==> config.mk <==
export PLATFORM = sky130hd
export DESIGN_NAME = mdu_ctrl
export DESIGN_NICKNAME = d
export VERILOG_FILES = /design/src/rtl/mdu_ctrl.sv
export SDC_FILE = /design/constraint.sdc
export NUM_CORES = 1
export LEC_CHECK = 0
export CORE_MARGIN = 2
export CORE_UTILIZATION = 45
export CTS_CLUSTER_DIAMETER = 150
export DETAILED_ROUTE_END_ITERATION = 10
export DONT_BUFFER_PORTS = 1
export PLACE_DENSITY = 0.62
export SLEW_MARGIN = 20
export SYNTH_ARGS = -nofsm -noshare
export SYNTH_HDL_FRONTEND = slang
export SYNTH_SLANG_ARGS = --single-unit
==> constraint.sdc <==
create_clock -name clk -period 6.8 [get_ports clk]
set_clock_uncertainty 0.2 [all_clocks]
set_input_delay 1.02 -clock clk [delete_from_list [all_inputs] [get_ports clk]]
set_output_delay 1.02 -clock clk [all_outputs]
set_load 0.02 [all_outputs]
==> src/rtl/mdu_ctrl.sv <==
// -----------------------------------------------------------------------------
// mdu_ctrl
//
// Iterative multiply/divide unit for the MIPS core. Runs MULT/MULTU through a
// radix-2 shift-add multiplier and DIV/DIVU through a restoring divider, one
// iteration per clock for 32 clocks, followed by one sign-fixup clock. Owns
// the architectural HI/LO registers and services MTHI/MTLO directly.
//
// Ports:
//   clk    in   1   system clock, rising edge
//   rst    in   1   synchronous active-high reset (aborts an operation)
//   start  in   1   operation request, sampled only while busy = 0
//   op     in   3   000 MULT, 001 MULTU, 010 DIV, 011 DIVU,
//                   100 MTHI, 101 MTLO, 110/111 no-op
//   A      in  32   rs operand (multiplicand / dividend / MTHI-MTLO data)
//   B      in  32   rt operand (multiplier / divisor)
//   busy   out  1   mult/div in progress (RUN or FIX)
//   done   out  1   one-cycle pulse: HI/LO were just written by mult/div
//   HI     out 32   HI register
//   LO     out 32   LO register
// -----------------------------------------------------------------------------
module mdu_ctrl #(
    parameter logic [31:0] DIVZERO_LO = 32'hFFFF_FFFF
) (
    input  logic        clk,
    input  logic        rst,
    input  logic        start,
    input  logic [2:0]  op,
    input  logic [31:0] A,
    input  logic [31:0] B,
    output logic        busy,
    output logic        done,
    output logic [31:0] HI,
    output logic [31:0] LO
);

    typedef enum logic [1:0] {
        S_IDLE,
        S_RUN,
        S_FIX
    } state_t;

    localparam logic [2:0] OP_MULT  = 3'b000;
    localparam logic [2:0] OP_MULTU = 3'b001;
    localparam logic [2:0] OP_DIV   = 3'b010;
    localparam logic [2:0] OP_DIVU  = 3'b011;
    localparam logic [2:0] OP_MTHI  = 3'b100;
    localparam logic [2:0] OP_MTLO  = 3'b101;

    state_t      state_q,  state_d;
    logic [5:0]  cnt_q,    cnt_d;
    logic [31:0] opa_q,    opa_d;     // multiplicand / dividend magnitude
    logic [31:0] opb_q,    opb_d;     // multiplier / divisor magnitude
    logic [31:0] work_hi_q, work_hi_d; // mult accumulator / div remainder
    logic [31:0] work_lo_q, work_lo_d; // mult multiplier / div quotient
    logic        is_div_q, is_div_d;
    logic        sign_p_q, sign_p_d;  // negate product / quotient
    logic        sign_r_q, sign_r_d;  // negate remainder
    logic [31:0] hi_q,     hi_d;
    logic [31:0] lo_q,     lo_d;
    logic        done_q,   done_d;

    // Operand conditioning at accept time. Signed ops work on magnitudes;
    // |0x80000000| wraps to 0x80000000, which is correct read as unsigned.
    logic        op_signed;
    logic [31:0] a_lat;
    logic [31:0] b_lat;

    assign op_signed = ~op[0];
    assign a_lat     = (op_signed && A[31]) ? (32'd0 - A) : A;
    assign b_lat     = (op_signed && B[31]) ? (32'd0 - B) : B;

    // Multiply step: add multiplicand when the multiplier LSB is set, then the
    // 64-bit {acc, mplier} pair shifts right with the carry entering acc MSB.
    logic [32:0] add_sum;
    assign add_sum = {1'b0, work_hi_q} + (work_lo_q[0] ? {1'b0, opa_q} : 33'd0);

    // Divide step: shift {rem, quot} left, trial-subtract the divisor from the
    // 33-bit partial remainder. When the trial succeeds the true difference is
    // below the divisor, so the low 32 bits of a 32-bit subtract are exact.
    logic [32:0] rem_sh;
    logic        trial_ok;
    logic [31:0] rem_sub;
    assign rem_sh   = {work_hi_q, work_lo_q[31]};
    assign trial_ok = (rem_sh >= {1'b0, opb_q});
    assign rem_sub  = rem_sh[31:0] - opb_q;

    logic [63:0] product;
    assign product = {work_hi_q, work_lo_q};

    // NOTE: every signal written below gets its default first, so no path
    // through the case/if tree leaves one unassigned and no latch is inferred.
    always_comb begin
        state_d   = state_q;
        cnt_d     = cnt_q;
        opa_d     = opa_q;
        opb_d     = opb_q;
        work_hi_d = work_hi_q;
        work_lo_d = work_lo_q;
        is_div_d  = is_div_q;
        sign_p_d  = sign_p_q;
        sign_r_d  = sign_r_q;
        hi_d      = hi_q;
        lo_d      = lo_q;
        done_d    = 1'b0;

        unique case (state_q)
            S_IDLE: begin
                if (start) begin
                    unique case (op)
                        OP_MULT, OP_MULTU, OP_DIV, OP_DIVU: begin
                            opa_d     = a_lat;
                            opb_d     = b_lat;
                            sign_p_d  = op_signed & (A[31] ^ B[31]);
                            sign_r_d  = op_signed & A[31];
                            is_div_d  = op[1];
                            work_hi_d = 32'd0;
                            work_lo_d = op[1] ? a_lat : b_lat;
                            cnt_d     = 6'd32;
                            state_d   = S_RUN;
                        end
                        OP_MTHI: hi_d = A;
                        OP_MTLO: lo_d = A;
                        default: ;
                    endcase
                end
            end

            S_RUN: begin
                if (is_div_q) begin
                    work_hi_d = trial_ok ? rem_sub : rem_sh[31:0];
                    work_lo_d = {work_lo_q[30:0], trial_ok};
                end else begin
                    work_hi_d = add_sum[32:1];
                    work_lo_d = {add_sum[0], work_lo_q[31:1]};
                end
                cnt_d = cnt_q - 6'd1;
                if (cnt_q == 6'd1) begin
                    state_d = S_FIX;
                end
            end

            S_FIX: begin
                if (is_div_q) begin
                    if (opb_q == 32'd0) begin
                        lo_d = DIVZERO_LO;
                        hi_d = opa_q;
                    end else begin
                        lo_d = sign_p_q ? (32'd0 - work_lo_q) : work_lo_q;
                        hi_d = sign_r_q ? (32'd0 - work_hi_q) : work_hi_q;
                    end
                end else begin
                    {hi_d, lo_d} = sign_p_q ? (64'd0 - product) : product;
                end
                done_d  = 1'b1;
                state_d = S_IDLE;
            end

            default: state_d = S_IDLE;
        endcase
    end

    // NOTE: state registers use non-blocking assignments so every flop samples
    // the pre-edge values of the others, independent of statement order.
    always_ff @(posedge clk) begin
        if (rst) begin
            state_q   <= S_IDLE;
            cnt_q     <= 6'd0;
            opa_q     <= 32'd0;
            opb_q     <= 32'd0;
            work_hi_q <= 32'd0;
            work_lo_q <= 32'd0;
            is_div_q  <= 1'b0;
            sign_p_q  <= 1'b0;
            sign_r_q  <= 1'b0;
            hi_q      <= 32'd0;
            lo_q      <= 32'd0;
            done_q    <= 1'b0;
        end else begin
            state_q   <= state_d;
            cnt_q     <= cnt_d;
            opa_q     <= opa_d;
            opb_q     <= opb_d;
            work_hi_q <= work_hi_d;
            work_lo_q <= work_lo_d;
            is_div_q  <= is_div_d;
            sign_p_q  <= sign_p_d;
            sign_r_q  <= sign_r_d;
            hi_q      <= hi_d;
            lo_q      <= lo_d;
            done_q    <= done_d;
        end
    end

    assign busy = (state_q != S_IDLE);
    assign done = done_q;
    assign HI   = hi_q;
    assign LO   = lo_q;

endmodule

==> impl_metrics.tcl, run 1 <==
set metrics [dict create \
    ys_top_cells_by_area "dfxtp_1, xor2_1, nor2_1" \
    die_h_um 194 \
    ys_seq_elements 204 \
    min_path_type "reg2reg" \
    start_util 0.458 \
    p_switching_w 0.00115 \
    required_ns 7.03 \
    final_hold_viol_count 0 \
    synth_area_mm2 0.0163 \
    synth_edf_count 0 \
    worst_skew_pair.late_latency_ns 0.55 \
    drv_cap 0 \
    peakVddDrop_mv 0.201 \
    p_comb_frac 0.209 \
    yosysTopAreaCellShare 0.251 \
    crit_start "work_lo_q[0]" \
    grt_max_degree 166 \
    fp.dieW_um 194 \
    path_clk_slew_ns 0.06 \
    status "finished, final reports clean" \
    cp_max_fo 35 \
    async_flop_share 0 \
    boundaryPins 136 \
    synthXorXnorAreaFrac 0.113 \
    tightestPinTransition_ns 1.08 \
    postRouteAntennaNets 0 \
    grt_pass1_wl_um 93100 \
    rsz0062_at_grt "no" \
    diodes 0 \
    tns_ns 0 \
    gp_congestion 0.963 \
    synth_compound_area_frac 0.271 \
    finalCritPeriodShare 0.664 \
    yosysWarnings 0 \
    post_drt_wl_per_cell_um 24.5 \
    final_core_util 0.484 \
    worstSetupStartpointType "flop" \
    synth-main-ff-cell "dfxtp_1" \
    portBuffers 0 \
    p_clk_frac 0.398 \
    yosys.area_share.simple 0.202 \
    cts_root_buf "clkbuf_16" \
    switching_share 0.323 \
    cts.htree.levels 1 \
    ctsHoldBuffers 0 \
    fmax_mhz 221 \
    wl_met3_um 4620 \
    numCtsBuffers 24 \
    antenna_found_initial 3 \
    cts_tree "built" \
    cp.arrival_ns 4.74 \
    met1_length_um 26400 \
    drc 0 \
    dieArea_mm2 0.0377 \
    p_per_area_mw_per_mm2 207 \
    dp_hpwl_um 47300 \
    topRoutingLayerUsed "met5" \
    post_cts_resize_count 0 \
    layout-drive-gt1-share 0.0470 \
    r2r_cells 13 \
    nets 2189 \
    maxSlewViolCount 0 \
    cts_buffer_depth 3 \
    syn_inst 2180 \
    first_global_vias 15231 \
    vias_per_cell 6.46 \
    seqPwrFrac 0.393 \
    synth_mux_area_frac 0.0499 \
    timing.rr.start "work_lo_q[0]" \
    syn_to_final_growth_pct 5.68 \
    timing.rr.end "work_hi_q[27]" \
    synth_cell_types 75 \
    wl_met2_um 29000 \
    crit_end "work_hi_q[27]" \
    syn_nets 2322 \
    grt_usage 0.315 \
    final-setup-viol-count 0 \
    rrSetupSlack_ns 2.29 \
    vias 16308 \
    synthAdderAreaFrac 0.0562 \
    hold_slack_ns 0.256 \
    core_mm2 0.0356 \
    drt_wl_total_um 61900 \
    max_slew_margin 0.280 \
    synth_top_family_by_area "compound AO/OA/AOI/OAI gates" \
    dr.pass1.iters 5 \
    p_int_w 0.00241 \
    synth.largest_area_cell "dfxtp_1" \
    seq_area_frac_synth 0.251 \
    num_rows 69 \
    post_cts_buffers 0 \
    clock_sinks 204 \
    drt_iter0_drc 1635 \
    leakage_nw 6.75 \
    end_kind "flop" \
    fin_crit_ns 4.51 \
    path_class "reg2reg" \
    grt_remaining_overflow 0 \
    synth.avg_cell_area_um2 7.47 \
]
[final cells by class]
cell class	count	area, um^2
clock inverter	12	216
inverter	64	240
clock buffer	31	647
fill	3641	18400
sequential	204	4090
tap	461	577
timing repair buffer	19	143
multi-input combinational	1734	11300
[per-layer routing]
metal / track usage / up-vias
met5: 0 / -
met4: 0.0833 / 4
met3: 0.0522 / 114
met2: 0.529 / 685
met1: 0.418 / 7870
li1: - / 7635
[registers in the layout, indices dropped and copies added, names as in the netlist]
| signal | cells |
|---|---|
| HI | 32 |
| LO | 32 |
| cnt_q | 6 |
| done | 1 |
| is_div_q | 1 |
| opa_q | 32 |
| opb_q | 32 |
| sign_p_q | 1 |
| sign_r_q | 1 |
| state_q | 2 |
| work_hi_q | 32 |
| work_lo_q | 32 |
[power groups by stage]
stage	Sequential, W	Clock [W]	Combinational [W]
after floorplan	0.00135	0	0.000582
after global placement	0.00142	0	0.000726
after detailed placement	0.00142	0	0.000727
after CTS	0.00139	0.00142	0.000732
after global routing	0.00140	0.00147	0.000818
final	0.00140	0.00142	0.000746
[cells by family after synthesis]
kind of cell             after synthesis
flip-flops                           204
multiplexers                          81
buffers and inverters                242
AO/OA/AOI/OAI                        667
adder cells (fa/ha/maj)               72
AND/OR/NAND/NOR                      703
XOR/XNOR                             211
[critical path, stage by stage (launching register included)]
cell,delay [ns]
dfxtp_1,0.98
and2_1,0.24
ha_1,0.16
inv_1,0.05
fa_1,0.40
nor2b_1,0.17
o31ai_1,0.13
a31o_2,0.28
o31ai_1,0.51
a41oi_1,0.34
o21ai_0,0.37
a221oi_1,0.15
mux2i_1,0.14
a32o_1,0.26
[cells in the mapped netlist, drive strengths merged, types with 17 or more instances]
cell	n
o21ai	168
a211oi	83
clkbuf	158
mux2i	79
xor2	115
or4	23
buf	20
dfxtp	204
nand2	199
nor3	55
nor2	237
ha	70
inv	64
and2	37
a31oi	24
o22ai	17
xnor2	96
nand4	21
o31ai	38
or3	19
o41ai	17
nand3	17
nor4	24
o211ai	20
a21o	28
a21oi	139
a221oi	41
[layout by cell type, fill, tap and decap left out, types with 19 or more instances in the layout]
cell type,count
o21ai_0,164
nor2_1,234
buf_4,19
a211oi_1,83
xnor2_1,96
o211ai_1,20
a21oi_1,138
nor3_1,54
xor2_1,115
or4_1,22
dfxtp_1,202
and2_1,35
o31ai_1,37
nand4_1,21
a31oi_1,24
nor4_1,24
a21o_1,28
inv_1,63
clkbuf_16,24
a221oi_1,41
ha_1,70
mux2i_1,79
nand2_1,199
[worst min path at each step]
stage          startpoint       end  cells past startpoint
3_3_place_gp     sign_r_q  sign_r_q                      2
6_report         sign_r_q  sign_r_q                      2
2_1_floorplan    cnt_q[1]  cnt_q[1]                      2
5_1_grt          sign_r_q  sign_r_q                      2
4_1_cts          sign_r_q  sign_r_q                      2
3_5_place_dp     sign_r_q  sign_r_q                      2
[per-stage QoR]
step	total power, W	setup slack, ns	instances	instance area (um^2)
2_1_floorplan	0.00193	3.11	2180	16300
3_3_place_gp	0.00214	2.46	2482	16400
3_5_place_dp	0.00215	2.36	2482	16400
4_1_cts	0.00355	2.33	2525	17200
5_1_grt	0.00369	1.96	2525	17200
6_report	0.00356	2.29	2525	17200
Note: power is estimated with default switching activity, not from simulation.
==> run 2: changes to the inputs <==
clock period = 4.7 ns   (was 6.8 ns; I/O delays follow)
==> run 2 against run 1 <==
Compared with the run above:
- utilization increased by 0.43 points
- worst setup slack worse by 1.6 ns
- total power is 44% higher
- wire length up 1.4%
- clock power up 41%
- die area unchanged
- critical path depth is 5 lower
- critical endpoint is now HI[17]
- largest cell class unchanged
==> impl_metrics.tcl, run 2 (synthesized netlist as in run 1, its figures left out) <==
set metrics [dict create \
    status "finished, final reports clean" \
    grt_usage 0.319 \
    die_h_um 194 \
    syn_to_final_growth_pct 6.61 \
    post_drt_wl_per_cell_um 24.6 \
    gp_congestion 0.943 \
    switching_share 0.335 \
    p_int_w 0.00341 \
    clock_sinks 204 \
    core_mm2 0.0356 \
    grt_remaining_overflow 0 \
    leakage_nw 6.86 \
    boundaryPins 136 \
    fin_crit_ns 4.02 \
    vias 16432 \
    worst_skew_pair.late_latency_ns 0.55 \
    num_rows 69 \
    drc 0 \
    timing.rr.end "HI[17]" \
    maxSlewViolCount 0 \
    max_slew_margin 0.229 \
    fmax_mhz 249 \
    first_global_vias 15432 \
    cp.arrival_ns 4.24 \
    dp_hpwl_um 48000 \
    path_clk_slew_ns 0.06 \
    final_hold_viol_count 0 \
    tightestPinTransition_ns 1.15 \
    r2r_cells 8 \
    rsz0062_at_grt "no" \
    p_clk_frac 0.391 \
    numCtsBuffers 24 \
    mostFrequentLayoutCells "nor2_1, dfxtp_1, nand2_1, o21ai_0, a21oi_1" \
    layout-drive-gt1-share 0.0571 \
    path_class "reg2reg" \
    cts_tree "built" \
    dr.pass1.iters 8 \
    drt_wl_total_um 62700 \
    nets 2209 \
    cts_buffer_depth 3 \
    grt_max_degree 166 \
    seqPwrFrac 0.392 \
    cts_root_buf "clkbuf_16" \
    min_path_type "in2reg" \
    grt_pass1_wl_um 94000 \
    drv_cap 0 \
    dp.cells 2501 \
    start_util 0.458 \
    dieArea_mm2 0.0377 \
    p_per_area_mw_per_mm2 295 \
    rrSetupSlack_ns 0.68 \
    post_cts_buffers 0 \
    cts.htree.levels 1 \
    fp.dieW_um 194 \
    timing.rr.start "work_lo_q[2]" \
    p_comb_frac 0.218 \
    end_kind "flop" \
    min-delay-start "rst" \
    whs_path_depth 1 \
    cp_max_fo 16 \
    tns_ns 0 \
    finalCritPeriodShare 0.855 \
    peakVddDrop_mv 0.277 \
    finalNonFillerCells 2546 \
    min_to "work_lo_q[5]" \
    final-setup-viol-count 0 \
    ctsHoldBuffers 0 \
    vias_per_cell 6.45 \
    portBuffers 0 \
    diodes 0 \
    drt_iter0_drc 1675 \
    final_common_cell "nor2_1" \
    post_cts_resize_count 0 \
    p_switching_w 0.00172 \
    required_ns 4.92 \
    worstSetupStartpointType "flop" \
    antenna_found_initial 0 \
    postRouteAntennaNets 0 \
]
run 2: worst max-delay path by stage:
| stage | end | slack (ns) | cells past startpoint | start |
|---|---|---|---|---|
| final | HI[17] | 0.68 | 8 | work_lo_q[2] |
| after floorplan | work_hi_q[27] | 1.31 | 12 | work_lo_q[0] |
| after global placement | work_hi_q[31] | 0.73 | 10 | work_hi_q[0] |
| after global routing | HI[17] | 0.40 | 8 | work_lo_q[2] |
| after CTS | work_hi_q[31] | 0.64 | 10 | work_hi_q[0] |
| after detailed placement | work_hi_q[31] | 0.66 | 10 | work_hi_q[0] |
run 2: worst max-delay path: stages (launching register included):
cell	delay [ns]
dfxtp_1	0.40
nor4_1	0.68
nand4_1	0.35
or4_1	0.62
or2_1	0.51
o41ai_1	0.40
xnor2_1	0.16
o21ai_0	0.15
a2111oi_1	0.41
run 2: per-layer routing:
metal	share of wire	wire [um]	up-vias	global-route usage
li1	-	-	7666	-
met3	0.087	5450	139	0.0640
met4	0.047	2930	0	0.129
met2	0.45	28300	772	0.513
met1	0.42	26000	7855	0.418
met5	0	0	-	0
run 2: power groups by stage:
stage,combinational [W],sequential [W],clock (W)
after floorplan,0.000842,0.00195,0
after global placement,0.00108,0.00204,0
after detailed placement,0.00109,0.00204,0
after CTS,0.00109,0.00200,0.00200
after global routing,0.00121,0.00202,0.00206
final,0.00112,0.00201,0.00200
run 2: per-stage QoR:
stage | worst slack (ns) | hold slack (ns) | power, W | area, um^2 | util
3_5_place_dp | 0.662 | 0.277 | 0.00313 | 16500 | 0.464
4_1_cts | 0.637 | 0.0169 | 0.00510 | 17300 | 0.488
3_3_place_gp | 0.726 | 0.264 | 0.00312 | 16500 | 0.464
2_1_floorplan | 1.31 | 0.240 | 0.00280 | 16300 | -
6_report | 0.682 | 0.0326 | 0.00513 | 17400 | 0.488
5_1_grt | 0.398 | 0.0205 | 0.00529 | 17400 | 0.488
run 2: layout make-up:
| class | instances | area, um^2 |
|---|---|---|
| clock buffers | 31 | 657 |
| clock inverters | 13 | 179 |
| fillers | 3581 | 18200 |
| inverters | 64 | 240 |
| multi-input cells | 1734 | 11300 |
| flip-flops and latches | 204 | 4090 |
| well taps | 461 | 577 |
| repair buffers | 39 | 325 |
==> run 3: changes to the inputs <==
RECOVER_POWER = 25   (was not set)
==> run 3 against run 2 <==
Compared with the run above:
- the flow now finishes with violations (capacitance limit, slew limit)
- utilization is 0.074 points lower
- first-iteration DRC count is 1.3% lower
- sequential share of layout area hardly changed
- fmax is 0.14% higher
- register-to-register slack hardly changed
- clock power hardly changed
- die area stayed put
- sequential power hardly changed
- flip-flop and latch count stayed put
- total power hardly changed
- non-clock buffer count stayed put
- worst setup slack better by 0.0057 ns
- highest routed layer unchanged
==> impl_metrics.tcl, run 3 (synthesized netlist as in run 1, its figures left out) <==
set metrics [dict create \
    drc 0 \
    mostFrequentLayoutCells "nor2_1, dfxtp_1, nand2_1, o21ai_0, a21oi_1" \
    switching_share 0.336 \
    die_h_um 194 \
    post_drt_wl_per_cell_um 24.7 \
    fmax_mhz 249 \
    postLayoutSetupSlackWorst_ns 0.688 \
    first_global_vias 15432 \
    finalNonFillerCells 2546 \
    p_int_w 0.00341 \
    portBuffers 0 \
    dp.cells 2501 \
    gp_congestion 0.943 \
    end_kind "flop" \
    dieArea_mm2 0.0377 \
    grt_pass1_wl_um 94000 \
    boundaryPins 136 \
    cts_root_buf "clkbuf_16" \
    path_class "reg2reg" \
    cts_tree "built" \
    vias_per_cell 6.44 \
    path_clk_slew_ns 0.06 \
    grt_usage 0.319 \
    p_clk_frac 0.391 \
    antenna_found_initial 0 \
    min_path_type "in2reg" \
    fp.dieW_um 194 \
    status "finished, violations left" \
    power_w 0.00514 \
    final_hold_viol_count 0 \
    tns_ns 0 \
    fillers 3587 \
    worst_skew_pair.late_latency_ns 0.55 \
    fin_crit_ns 4.01 \
    leakage_nw 6.84 \
    required_ns 4.92 \
    numCtsBuffers 24 \
    post_cts_resize_count 0 \
    tightestPinTransition_ns 2.58 \
    max_slew_margin -0.718 \
    post_cts_buffers 0 \
    place_ws_ns 0.662 \
    cp_max_fo 16 \
    cts_buffer_depth 3 \
    drt_iter0_drc 1653 \
    grt_remaining_overflow 0 \
    dp_hpwl_um 48000 \
    rrSetupSlack_ns 0.69 \
    p_per_area_mw_per_mm2 296 \
    cts.htree.levels 1 \
    rsz0062_at_grt "no" \
    cp.arrival_ns 4.23 \
    seqPwrFrac 0.391 \
    start_util 0.458 \
    violations "capacitance limit, slew limit" \
    clock_sinks 204 \
    ctsHoldBuffers 0 \
    vias 16384 \
    drt_wl_total_um 62800 \
    drv_cap 2 \
    final_common_cell "nor2_1" \
    postRouteAntennaNets 0 \
    grt_max_degree 166 \
    diodes 0 \
    p_comb_frac 0.218 \
    hold_slack_ns 0.0337 \
    nets 2209 \
    num_rows 69 \
    layout-drive-gt1-share 0.0552 \
    finalCritPeriodShare 0.854 \
    final-setup-viol-count 0 \
    core_mm2 0.0356 \
    p_switching_w 0.00172 \
    syn_to_final_growth_pct 6.45 \
    dr.pass1.iters 6 \
    peakVddDrop_mv 0.275 \
    worstSetupStartpointType "flop" \
    maxSlewViolCount 168 \
]
==> run 3: final timing paths <==
kind | startpoint | end | depth (start not counted)
setup / recovery | work_lo_q[2] | HI[17] | 8
hold / removal | rst | work_lo_q[5] | 1
setup reg to reg | work_lo_q[2] | HI[17] | 8
hold reg to reg | opa_q[0] | opa_q[0] | 2
==> run 3: critical path: stages, from the launching register on <==
cell and delay, ns:
dfxtp_1 0.40, nor4_1 0.67, nand4_1 0.35, or4_1 0.62, or2_1 0.51, o41ai_1 0.40, xnor2_1 0.16, o21ai_0 0.15
a2111oi_1 0.41
==> run 3: metal layers <==
| metal | routed length (um) | vias up | global-route usage |
|---|---|---|---|
| met5 | 0 | - | 0 |
| met4 | 2910 | 0 | 0.129 |
| met3 | 5310 | 134 | 0.0640 |
| met2 | 28400 | 748 | 0.513 |
| met1 | 26200 | 7835 | 0.418 |
| li1 | - | 7667 | - |
==> run 3: final cells by class <==
class	instances	area, um^2	area share
Clock buffer	31	657	0.0379
Clock inverter	13	179	0.0103
Inverter	64	240	0.0139
Multi-Input combinational cell	1734	11300	0.652
Sequential cell	204	4090	0.236
Tap cell	461	577	0.0333
Timing Repair Buffer	39	299	0.0172
==> run 3: power groups by stage <==
| stage | clock network (W) | registers, W | logic (W) |
|---|---|---|---|
| after floorplan | 0 | 0.00195 | 0.000842 |
| after global placement | 0 | 0.00204 | 0.00108 |
| after detailed placement | 0 | 0.00204 | 0.00109 |
| after CTS | 0.00200 | 0.00200 | 0.00109 |
| after global routing | 0.00206 | 0.00202 | 0.00121 |
| final | 0.00201 | 0.00201 | 0.00112 |
==> run 3: per-stage QoR <==
stage	utilization	cell area (um^2)
2_1_floorplan	-	16300
3_3_place_gp	0.464	16500
3_5_place_dp	0.464	16500
4_1_cts	0.488	17300
5_1_grt	0.488	17300
6_report	0.488	17300
